==> src/rtl/mdu_pkg.sv <==
// Shared types and op-class helpers for the HI/LO multiply/divide unit.
package mdu_pkg;

    typedef enum logic [2:0] {
        OP_NONE  = 3'd0,
        OP_MTHI  = 3'd1,
        OP_MTLO  = 3'd2,
        OP_MULT  = 3'd3,
        OP_MULTU = 3'd4,
        OP_DIV   = 3'd5,
        OP_DIVU  = 3'd6
    } mdu_op_t;

    typedef enum logic [1:0] {
        ST_IDLE = 2'd0,
        ST_MUL  = 2'd1,
        ST_DIV  = 2'd2
    } mdu_state_t;

    function automatic logic is_signed(input logic [2:0] op);
        return (op == OP_MULT) || (op == OP_DIV);
    endfunction

    function automatic logic is_div(input logic [2:0] op);
        return (op == OP_DIV) || (op == OP_DIVU);
    endfunction

    function automatic logic is_mul(input logic [2:0] op);
        return (op == OP_MULT) || (op == OP_MULTU);
    endfunction

endpackage

==> src/rtl/div_seq.sv <==
// Iterative radix-2 restoring divider: magnitudes in, one quotient bit per
// cycle, sign and divide-by-zero fix-up applied on the way out.
module div_seq
    import mdu_pkg::*;
#(
    parameter int WIDTH = 32
) (
    input  logic             clk,
    input  logic             rst_n,
    input  logic             start,
    input  logic             abort,
    input  logic             is_sgn,
    input  logic [WIDTH-1:0] a,
    input  logic [WIDTH-1:0] b,
    output logic             done,
    output logic [WIDTH-1:0] quo,
    output logic [WIDTH-1:0] rem
);
    localparam int CW = $clog2(WIDTH + 1);

    logic             active_q, active_d;
    logic [CW-1:0]    cnt_q, cnt_d;
    logic [WIDTH-1:0] rem_q, rem_d, quo_q, quo_d, dvs_q, dvs_d, dvd_q, dvd_d;
    logic             neg_quo_q, neg_quo_d, neg_rem_q, neg_rem_d, zero_q, zero_d;
    logic [WIDTH:0]   rem_sh, diff;

    function automatic logic [WIDTH-1:0] mag(input logic sgn, input logic [WIDTH-1:0] x);
        logic signed [WIDTH-1:0] xs;
        xs = x;
        return (sgn && xs < 0) ? -xs : xs;
    endfunction

    function automatic logic [WIDTH-1:0] sign_fix(input logic neg, input logic [WIDTH-1:0] x);
        logic signed [WIDTH-1:0] xs;
        xs = x;
        return neg ? -xs : xs;
    endfunction

    always_comb begin
        active_d  = active_q;
        cnt_d     = cnt_q;
        rem_d     = rem_q;
        quo_d     = quo_q;
        dvs_d     = dvs_q;
        dvd_d     = dvd_q;
        neg_quo_d = neg_quo_q;
        neg_rem_d = neg_rem_q;
        zero_d    = zero_q;
        rem_sh    = {rem_q, quo_q[WIDTH-1]};
        diff      = rem_sh - {1'b0, dvs_q};
        if (abort) begin
            active_d = 1'b0;
        end else if (start) begin
            active_d  = 1'b1;
            cnt_d     = CW'(WIDTH);
            rem_d     = '0;
            quo_d     = mag(is_sgn, a);
            dvs_d     = mag(is_sgn, b);
            dvd_d     = a;
            neg_quo_d = is_sgn && (a[WIDTH-1] ^ b[WIDTH-1]);
            neg_rem_d = is_sgn && a[WIDTH-1];
            zero_d    = (b == '0);
        end else if (active_q) begin
            if (cnt_q != '0) begin
                // Restore by keeping the shifted partial remainder when the trial subtract underflows.
                rem_d = diff[WIDTH] ? rem_sh[WIDTH-1:0] : diff[WIDTH-1:0];
                quo_d = {quo_q[WIDTH-2:0], ~diff[WIDTH]};
                cnt_d = cnt_q - CW'(1);
            end else begin
                active_d = 1'b0;
            end
        end
    end

    always_ff @(posedge clk or negedge rst_n) begin
        if (!rst_n) begin
            active_q  <= 1'b0;
            cnt_q     <= '0;
            rem_q     <= '0;
            quo_q     <= '0;
            dvs_q     <= '0;
            dvd_q     <= '0;
            neg_quo_q <= 1'b0;
            neg_rem_q <= 1'b0;
            zero_q    <= 1'b0;
        end else begin
            active_q  <= active_d;
            cnt_q     <= cnt_d;
            rem_q     <= rem_d;
            quo_q     <= quo_d;
            dvs_q     <= dvs_d;
            dvd_q     <= dvd_d;
            neg_quo_q <= neg_quo_d;
            neg_rem_q <= neg_rem_d;
            zero_q    <= zero_d;
        end
    end

    assign done = active_q && (cnt_q == '0) && !abort;
    assign quo  = zero_q ? '1    : sign_fix(neg_quo_q, quo_q);
    assign rem  = zero_q ? dvd_q : sign_fix(neg_rem_q, rem_q);

endmodule

==> src/rtl/hilo_mdu.sv <==
// HI/LO register owner executing MTHI/MTLO/MULT(U)/DIV(U) as a multi-cycle slave.
// Define HILO_FWD_EN to bypass the values being written onto hi/lo in the done cycle.
module hilo_mdu
    import mdu_pkg::*;
#(
    parameter int WIDTH      = 32,
    parameter int MUL_STAGES = 2
) (
    input  logic             clk,
    input  logic             resetn,
    input  logic             req_valid,
    output logic             req_ready,
    input  logic [2:0]       req_op,
    input  logic [WIDTH-1:0] req_a,
    input  logic [WIDTH-1:0] req_b,
    input  logic             flush,
    output logic             busy,
    output logic             done,
    output logic [WIDTH-1:0] hi,
    output logic [WIDTH-1:0] lo
);
    localparam int PW = 2 * WIDTH;

    mdu_state_t             state_q, state_d;
    logic [WIDTH-1:0]       hi_q, hi_d, lo_q, lo_d;
    logic [PW-1:0]          mul_prod_q [MUL_STAGES];
    logic [PW-1:0]          mul_prod_d [MUL_STAGES];
    logic [MUL_STAGES-1:0]  mul_vld_q, mul_vld_d;
    logic signed [PW-1:0]   mul_a_ext, mul_b_ext, mul_prod;
    logic                   accept, mul_start, div_start, div_done;
    logic [WIDTH-1:0]       div_quo, div_rem;

    assign req_ready = (state_q == ST_IDLE);
    assign busy      = (state_q != ST_IDLE);
    assign accept    = req_valid && req_ready && !flush
                       && (req_op != OP_NONE) && (req_op <= OP_DIVU);
    assign mul_start = accept && is_mul(req_op);
    assign div_start = accept && is_div(req_op);

    // Operands are consumed straight from the request in the accept cycle.
    assign mul_a_ext = is_signed(req_op) ? {{WIDTH{req_a[WIDTH-1]}}, req_a} : {{WIDTH{1'b0}}, req_a};
    assign mul_b_ext = is_signed(req_op) ? {{WIDTH{req_b[WIDTH-1]}}, req_b} : {{WIDTH{1'b0}}, req_b};
    assign mul_prod  = mul_a_ext * mul_b_ext;

    div_seq #(.WIDTH(WIDTH)) u_div (
        .clk    (clk),
        .rst_n  (resetn),
        .start  (div_start),
        .abort  (flush),
        .is_sgn (is_signed(req_op)),
        .a      (req_a),
        .b      (req_b),
        .done   (div_done),
        .quo    (div_quo),
        .rem    (div_rem)
    );

    always_comb begin
        state_d       = state_q;
        hi_d          = hi_q;
        lo_d          = lo_q;
        done          = 1'b0;
        mul_vld_d[0]  = mul_start;
        mul_prod_d[0] = mul_prod;
        for (int i = 1; i < MUL_STAGES; i++) begin
            mul_vld_d[i]  = mul_vld_q[i-1];
            mul_prod_d[i] = mul_prod_q[i-1];
        end
        if (flush) mul_vld_d = '0;
        case (state_q)
            ST_IDLE: begin
                if (accept) begin
                    if (req_op == OP_MTHI) begin
                        hi_d = req_a;
                        done = 1'b1;
                    end else if (req_op == OP_MTLO) begin
                        lo_d = req_a;
                        done = 1'b1;
                    end else if (is_div(req_op)) begin
                        state_d = ST_DIV;
                    end else begin
                        state_d = ST_MUL;
                    end
                end
            end
            ST_MUL: begin
                if (flush) begin
                    state_d = ST_IDLE;
                end else if (mul_vld_q[MUL_STAGES-1]) begin
                    {hi_d, lo_d} = mul_prod_q[MUL_STAGES-1];
                    done         = 1'b1;
                    state_d      = ST_IDLE;
                end
            end
            ST_DIV: begin
                if (flush) begin
                    state_d = ST_IDLE;
                end else if (div_done) begin
                    hi_d    = div_rem;
                    lo_d    = div_quo;
                    done    = 1'b1;
                    state_d = ST_IDLE;
                end
            end
            default: state_d = ST_IDLE;
        endcase
    end

    always_ff @(posedge clk or negedge resetn) begin
        if (!resetn) begin
            state_q   <= ST_IDLE;
            hi_q      <= '0;
            lo_q      <= '0;
            mul_vld_q <= '0;
            for (int i = 0; i < MUL_STAGES; i++) mul_prod_q[i] <= '0;
        end else begin
            state_q    <= state_d;
            hi_q       <= hi_d;
            lo_q       <= lo_d;
            mul_vld_q  <= mul_vld_d;
            mul_prod_q <= mul_prod_d;
        end
    end

`ifdef HILO_FWD_EN
    assign hi = hi_d;
    assign lo = lo_d;
`else
    assign hi = hi_q;
    assign lo = lo_q;
`endif

endmodule

==> config.mk <==
export PLATFORM = sky130hd
export DESIGN_NAME = hilo_mdu
export DESIGN_NICKNAME = d
export VERILOG_FILES = /design/src/rtl/mdu_pkg.sv /design/src/rtl/div_seq.sv /design/src/rtl/hilo_mdu.sv
export SDC_FILE = /design/constraint.sdc
export NUM_CORES = 2
export LEC_CHECK = 0
export CORE_MARGIN = 2
export CORE_UTILIZATION = 60
export CTS_CLUSTER_SIZE = 25
export DETAILED_ROUTE_END_ITERATION = 10
export PLACE_DENSITY = 0.85
export SYNTH_ARGS = -nofsm -noshare
export SYNTH_HDL_FRONTEND = slang
export SYNTH_SLANG_ARGS = --single-unit
==> constraint.sdc <==
create_clock -name clk -period 4.3 [get_ports clk]
set_clock_uncertainty 0.05 [all_clocks]
set_input_delay 0.86 -clock clk [delete_from_list [all_inputs] [get_ports clk]]
set_output_delay 0.86 -clock clk [all_outputs]
set_load 0.005 [all_outputs]
# Word level (Yosys, flattened, before mapping)
# Cells that the tools add are included.
[totals] register_bits=334 input_bits=71 out_inout_bits=67 wordCells=132
[classes] add_sub_neg=6 mul=1 order_cmp=3 eq_ne=19 muxes=55 bitwise_logic=3 reduce_logical=30
[ops] op="$mux 32" n=26
[ops] op="$pmux 32 s3" n=2
[ops] op="$mux 64" n=2
[ops] op="$neg 32->32" n=4
[ops] op="$lt 32x1->1 const B" n=2
[ops] op="$mul 64x64->64" n=1
[ops] op="$sub 33x32->33" n=1
[ops] op="$logic_not 32->1" n=1
[ops] op="$mux 2" n=9
[ops] op="$mux 6" n=3
[ops] op="$logic_and 1x1->1" n=12
[ops] op="$ne 2x2->1 const B" n=6
[ops] op="$mux 1" n=11
[ops] op="$eq 3x3->1 const B" n=3
[ops] op="$reduce_and 8->1" n=1
[ops] op="$reduce_and 7->1" n=1
[ops] op="$eq 3x2->1 const B" n=2
[ops] op="$logic_not 6->1" n=1
[ops] op="$ne 2x1->1 const B" n=3
[ops] op="$ne 3x3->1 const B" n=2
[ops] op="$pmux 2 s3" n=1
[ops] op="$reduce_bool 2->1" n=3
[ops] op="$reduce_bool 3->1" n=2
[ops] op="$reduce_bool 6->1" n=1
[ops] op="other kinds (14)" n=17

# Longest topological paths before layout
[depth] depth_word=8 mapped_depth=37 ltp_nobuf=34

# Cells and area by module
# A second synthesis with hierarchy kept.
[unflattened] cells_unflattened=6977 hier_area_um2=65350.2
[modules_own_cells] mod="hilo_mdu" n_inst=1 cells_per_inst=5615 area_each_um2=54878.9 seq_area_each_um2=4904.7
[modules_own_cells] mod="div_seq" n_inst=1 cells_per_inst=1362 area_each_um2=10471.3 seq_area_each_um2=3453.3

# Least setup slack after synthesis
# OpenSTA, ideal clock, no wires.
[synth_timing] path_type="input to register" from="input req_op[2]" to="register mul_prod_q, in the netlist mul_prod_d[58]" setup_time_ns=0.124 arrival_ns=10.184 required_ns=4.126 path_slack_ns=-6.058 stages=32 path_buffers=5 cell_sequence="clkbuf_1 -> xor2_1 -> and3_1 -> clkbuf_1 -> clkbuf_1 -> clkbuf_1 -> nand2_1 -> fa_1 -> inv_1 -> fa_1 -> fa_1 -> inv_1 -> fa_1 -> inv_1 -> fa_1 -> fa_1 -> fa_1 -> fa_1 -> fa_1 -> fa_1 -> ha_1 -> clkbuf_1 -> nand3_1 -> nor2_1 -> nand2_1 -> a211oi_1 -> a211oi_1 -> o41ai_1 -> a21oi_1 -> o21bai_1 -> a21oi_1 -> xnor2_1"
[synth_via] elab_chain_cells=4 elab_cells_between_ends=6 cone_classes="mul: 1; eq/ne: 2; mux: 2; reduce/logical: 1"
[synth_lines] element="start, declared" line="hilo_mdu.sv:13" rtl="input logic [2:0] req_op,"
[synth_lines] element="$eq 3x2->1 / $eq 3x3->1 (equally long branches)" line="mdu_pkg.sv:21" rtl="return (op == OP_MULT) || (op == OP_DIV);"
[synth_lines] element="$logic_or 1x1->1 (*)" line="mdu_pkg.sv:21"
[synth_lines] element="$mux 64, on equally long branches" line="hilo_mdu.sv:41, hilo_mdu.sv:42"
[synth_lines] element="$mul 64x64->64 (*)" line="hilo_mdu.sv:43" rtl="assign mul_prod = mul_a_ext * mul_b_ext;"
[synth_lines] element="via mul_prod[58]" line="hilo_mdu.sv:29" rtl="logic signed [PW-1:0] mul_a_ext, mul_b_ext, mul_prod;"
[synth_lines] element="end signal, assigned" line="hilo_mdu.sv:121" rtl="mul_prod_q <= mul_prod_d;"
[synth_lines] element="end, declared" line="hilo_mdu.sv:26" rtl="logic [PW-1:0] mul_prod_q [MUL_STAGES];"
# Mark *: on every way through the listed nets, which the timed path passes. The rest lies on a longest branch.
# A chain may end at the register's enable or synchronous reset.

# Worst setup path in the final report
[layout_timing] from="input req_op[1]" to="register mul_prod_q, in the netlist mul_prod_d[58]"
# The elaborated chain is that of the path after synthesis.

==> implementation parameters <==
Parameter                              Value

Synth
  Post-synth top area cell ... fa_1
  Share of synthesized registers carrying an async set or reset ... between 90% and 100%
  Yosys warns ... 0
  Compound-cell area share of the yosys netlist ... 6.72%
  Fraction of the yosys area taken by sequential cells ... 12.8%
  Register bit total from synthesis ... 334
  Area share of the largest cell type after synthesis ... 43.7%
  Cell count after synthesis ... about 7100
  Post-synthesis share of cell area spent on full adders, half adders and majority gates ... 51.3%
  Post-synthesis cell area ... 65100 sq um
  Fraction of synthesized cell area in xor and xnor cells ... 3.60%
  Leading post-synthesis cells by cell area ... fa_1 44%, dfrtp_1 13%, inv_1 9.0%
  Multiplexer share of the synthesized area ... 0.0922%
  EDFF count, synth ... 0
  Net Count, Synth ... 8955
  Post-synthesis share of cell area spent on and, or, nand and nor gates ... 14.1%
  Post-synthesis average cell area ... 9.21 sq um
  Combinational family with the most area after synthesis ... adder cells
  Main flop type after synthesis ... dfrtp_1
  Distinct cells, synth ... 71

Detailed routing
  Routed WL per cell ... approximately 26 microns
  Uppermost signal routing layer after detailed routing ... met5
  # DRC ... 0
  Antenna-violating nets left ... 0
  Count of TritonRoute iterations in the first routing pass ... 9
  M1 wire length ... between 70 and 80 mm
  Routed wire length on met2 ... 107 mm
  Wire length after detailed routing ... 243 mm
  Metal3 WL ... 34.5 mm
  Initial drt markers ... 7515
  Routed via count divided by cell count ... 6.18
  DR vias ... 56739

Timing
  Final cycle utilization of the critical path ... 215%
  Highest achievable clock rate ... between 100 and 150 MHz
  Time the worst path needs with I/O delays and setup ... 9.24 ns
  Smallest setup slack after layout ... -4.94 ns
  Count of final hold-check violations ... 0
  Unrepaired setup endpoints after global routing ... true
  Worst slew margin ... 16.8%
  Slew at the pin closest to its max-slew limit ... 1.25 ns
  Setup violators final ... 59
  Worst hold-check slack ... 0.271 ns
  Max-slew violation count ... 0
  Setup TNS ... -223.37 ns

Die
  Width of the chip ... about 330 microns
  Row Count ... 120
  Starting utilization of the core area ... 60.7%
  Total die area ... 111000 sq um
  Placeable core region ... 107000 sq um
  Total I/O pin count ... 138
  Die Span Y ... 333 microns

Global routing
  Largest net degree at the start of global routing ... ~110
  Number of antenna violations at the first check in global routing ... 28
  Aggregate global-route resource usage ... between 40% and 50%
  Wire length of the first global-routing pass ... 348 mm
  Number of global-route vias before repair ... roughly 59000
  Total grt overflow ... 0

Critical path
  Critical-path top delay cell ... fa_1
  Most used cell along the critical path ... fa_1
  CP max stage delay ... 0.58 ns
  Worst path required time ... 4.72 ns
  Highest fanout seen on the critical path ... 6
  Critical path arrival ... 9.66 ns
  Category of the critical setup timing path ... in -> reg
  Sort of element at the end of the critical path ... flop
  Nature of the critical path startpoint ... input pin

Clocking
  CTS tree ... built
  Clk sink count ... 334
  H-Tree Level Count ... 1
  Clk slew on worst S/H paths ... 0.07 ns
  Clk buf depth ... 3
  Clk_lat worst skew ... about 0.60 ns
  Master cell of the clock root buffer ... clkbuf_16
  Inserted Clock Buffers ... 30

Place
  Detailed Place HPWL ... 178 mm
  Number of buffers inserted by port buffering ... 137
  Final weighted congestion in routability-driven placement ... 1.05
  Total placed instance area ... around 74000 sq um
  Post-Place Setup Slack ... -6.05 ns

Cells and area
  Nets ... 9615
  Non-Filler Cell Area, Final ... between 70000 and 80000 sq um
  Most frequent standard cell in the layout excluding fill and tap cells ... inv_1
  Fraction of final layout cells sized beyond drive strength 1 ... 19.7%
  Layout overhead on the synthesized area ... 21.3%
  Most frequent cells in the layout ... 1466 x inv_1, 1314 x fa_1, 1043 x nand2_1

Flow run
  Maximum Capacitance Violations ... 0

Run status
  Result of the run ... complete, but fails checks
  Violated checks ... negative setup slack

Hold path
  Worst min-delay path class ... in -> async
==> stage by stage <==
| stage | instances | utilization [%] |
|---|---|---|
| 6_report | 9177 | 73.6 |
| 5_1_grt | 9156 | 73.5 |
| 4_1_cts | 9106 | 71.9 |
| 3_5_place_dp | 8943 | 68.6 |
| 3_3_place_gp | 8943 | 68.6 |
| 2_1_floorplan | 7069 | - |
==> cells by family (layout without fill, tap and decap cells) <==
logic type,after synthesis,in the layout
and+or+nand+nor,1980,1980
buffers and inverters,1959,2641
adders and majority gates,1818,1818
AOI/OAI and AO/OA,704,704
DFF,334,334
xor gates and xnor gates,268,268
muxes,6,6
other,0,23
==> final cells by class <==
| cell class | instances | area, sq um |
|---|---|---|
| clock buffer | 44 | 895 |
| multi-input combinational | 4776 | 52100 |
| clock inverter | 10 | 154 |
| inverter | 1564 | 5880 |
| fill | 6667 | 28400 |
| timing repair buffer | 1023 | 9800 |
| tap | 1403 | 1760 |
| sequential | 334 | 8360 |
| antenna | 23 | 57.6 |
==> synthesized netlist by cell type (all sizes together) (4+ instances only) <==
library cell	number
a211o	8
a211oi	15
a21o	71
a21oi	133
a221oi	9
a311oi	13
a31oi	61
and2	465
and3	12
buf	49
clkbuf	346
dfrtp	334
fa	1423
ha	392
inv	1563
mux2i	6
nand2	1087
nand2b	22
nand3	56
nand3b	6
nand4	13
nor2	170
nor2b	21
nor3	56
nor4	15
o211ai	25
o21a	16
o21ai	248
o21bai	14
o22ai	4
o31a	4
o31ai	42
o41ai	20
or2	9
or3	22
or4	18
xnor2	166
xor2	102
==> final timing paths <==
path                                             from                         end  slack, ns  cells past startpoint
setup / recovery                            req_op[1]    mul_prod_d[58]$_DFF_PN0_      -4.94                     36
hold / removal                                 resetn    mul_prod_d[18]$_DFF_PN0_       0.27                      1
setup reg to reg           u_div.dvs_q[1]$_DFFE_PN0P_  u_div.rem_q[3]$_DFFE_PN0P_       0.25                     13
hold reg to reg              mul_prod_d[56]$_DFF_PN0_    mul_prod_q[56]$_DFF_PN0_       0.30                      0
max in group asynchronous                      resetn           lo[4]$_DFFE_PN0P_       2.92                      2
min in group clk             mul_prod_d[56]$_DFF_PN0_    mul_prod_q[56]$_DFF_PN0_       0.30                      0
==> flip-flops by register name, summed over array words and instances (netlist names) <==
name and flops:
u_div.rem_q 32, u_div.dvd_q 32, mul_prod_q 64, lo 32
hi 32, u_div.dvs_q 32, mul_vld_q 2, u_div.neg_quo_q 1
u_div.active_q 1, u_div.cnt_q 6, u_div.quo_q 32, u_div.neg_rem_q 1
mul_prod_d 64, u_div.zero_q 1, state_q 2
==> repair_timing <==
item,in CTS,in global routing
resized for setup,414,384
pin swaps,179,327
cloned,10,2
setup endpoints to repair,59,78
setup buffers,107,82
hold buffers,0,0
==> routing by layer <==
layer / vias to the layer above / global-route usage [%]
li1: 22385 / -
met1: 28023 / 50.2
met2: 4707 / 65.2
met3: 1602 / 12.4
met4: 22 / 28.7
met5: - / 0
==> critical path, delay by kind of cell <==
family / cells / cell delay (ns)
compound gates: 6 / 0.95
xor+xnor: 2 / 0.43
fa+ha+maj: 11 / 5.43
buf+inv: 12 / 1.10
simple gates: 5 / 0.87
Power is left out: the tool's default activity adds up to more than one toggle a clock period on the data nets, which glitch-free logic cannot reach.
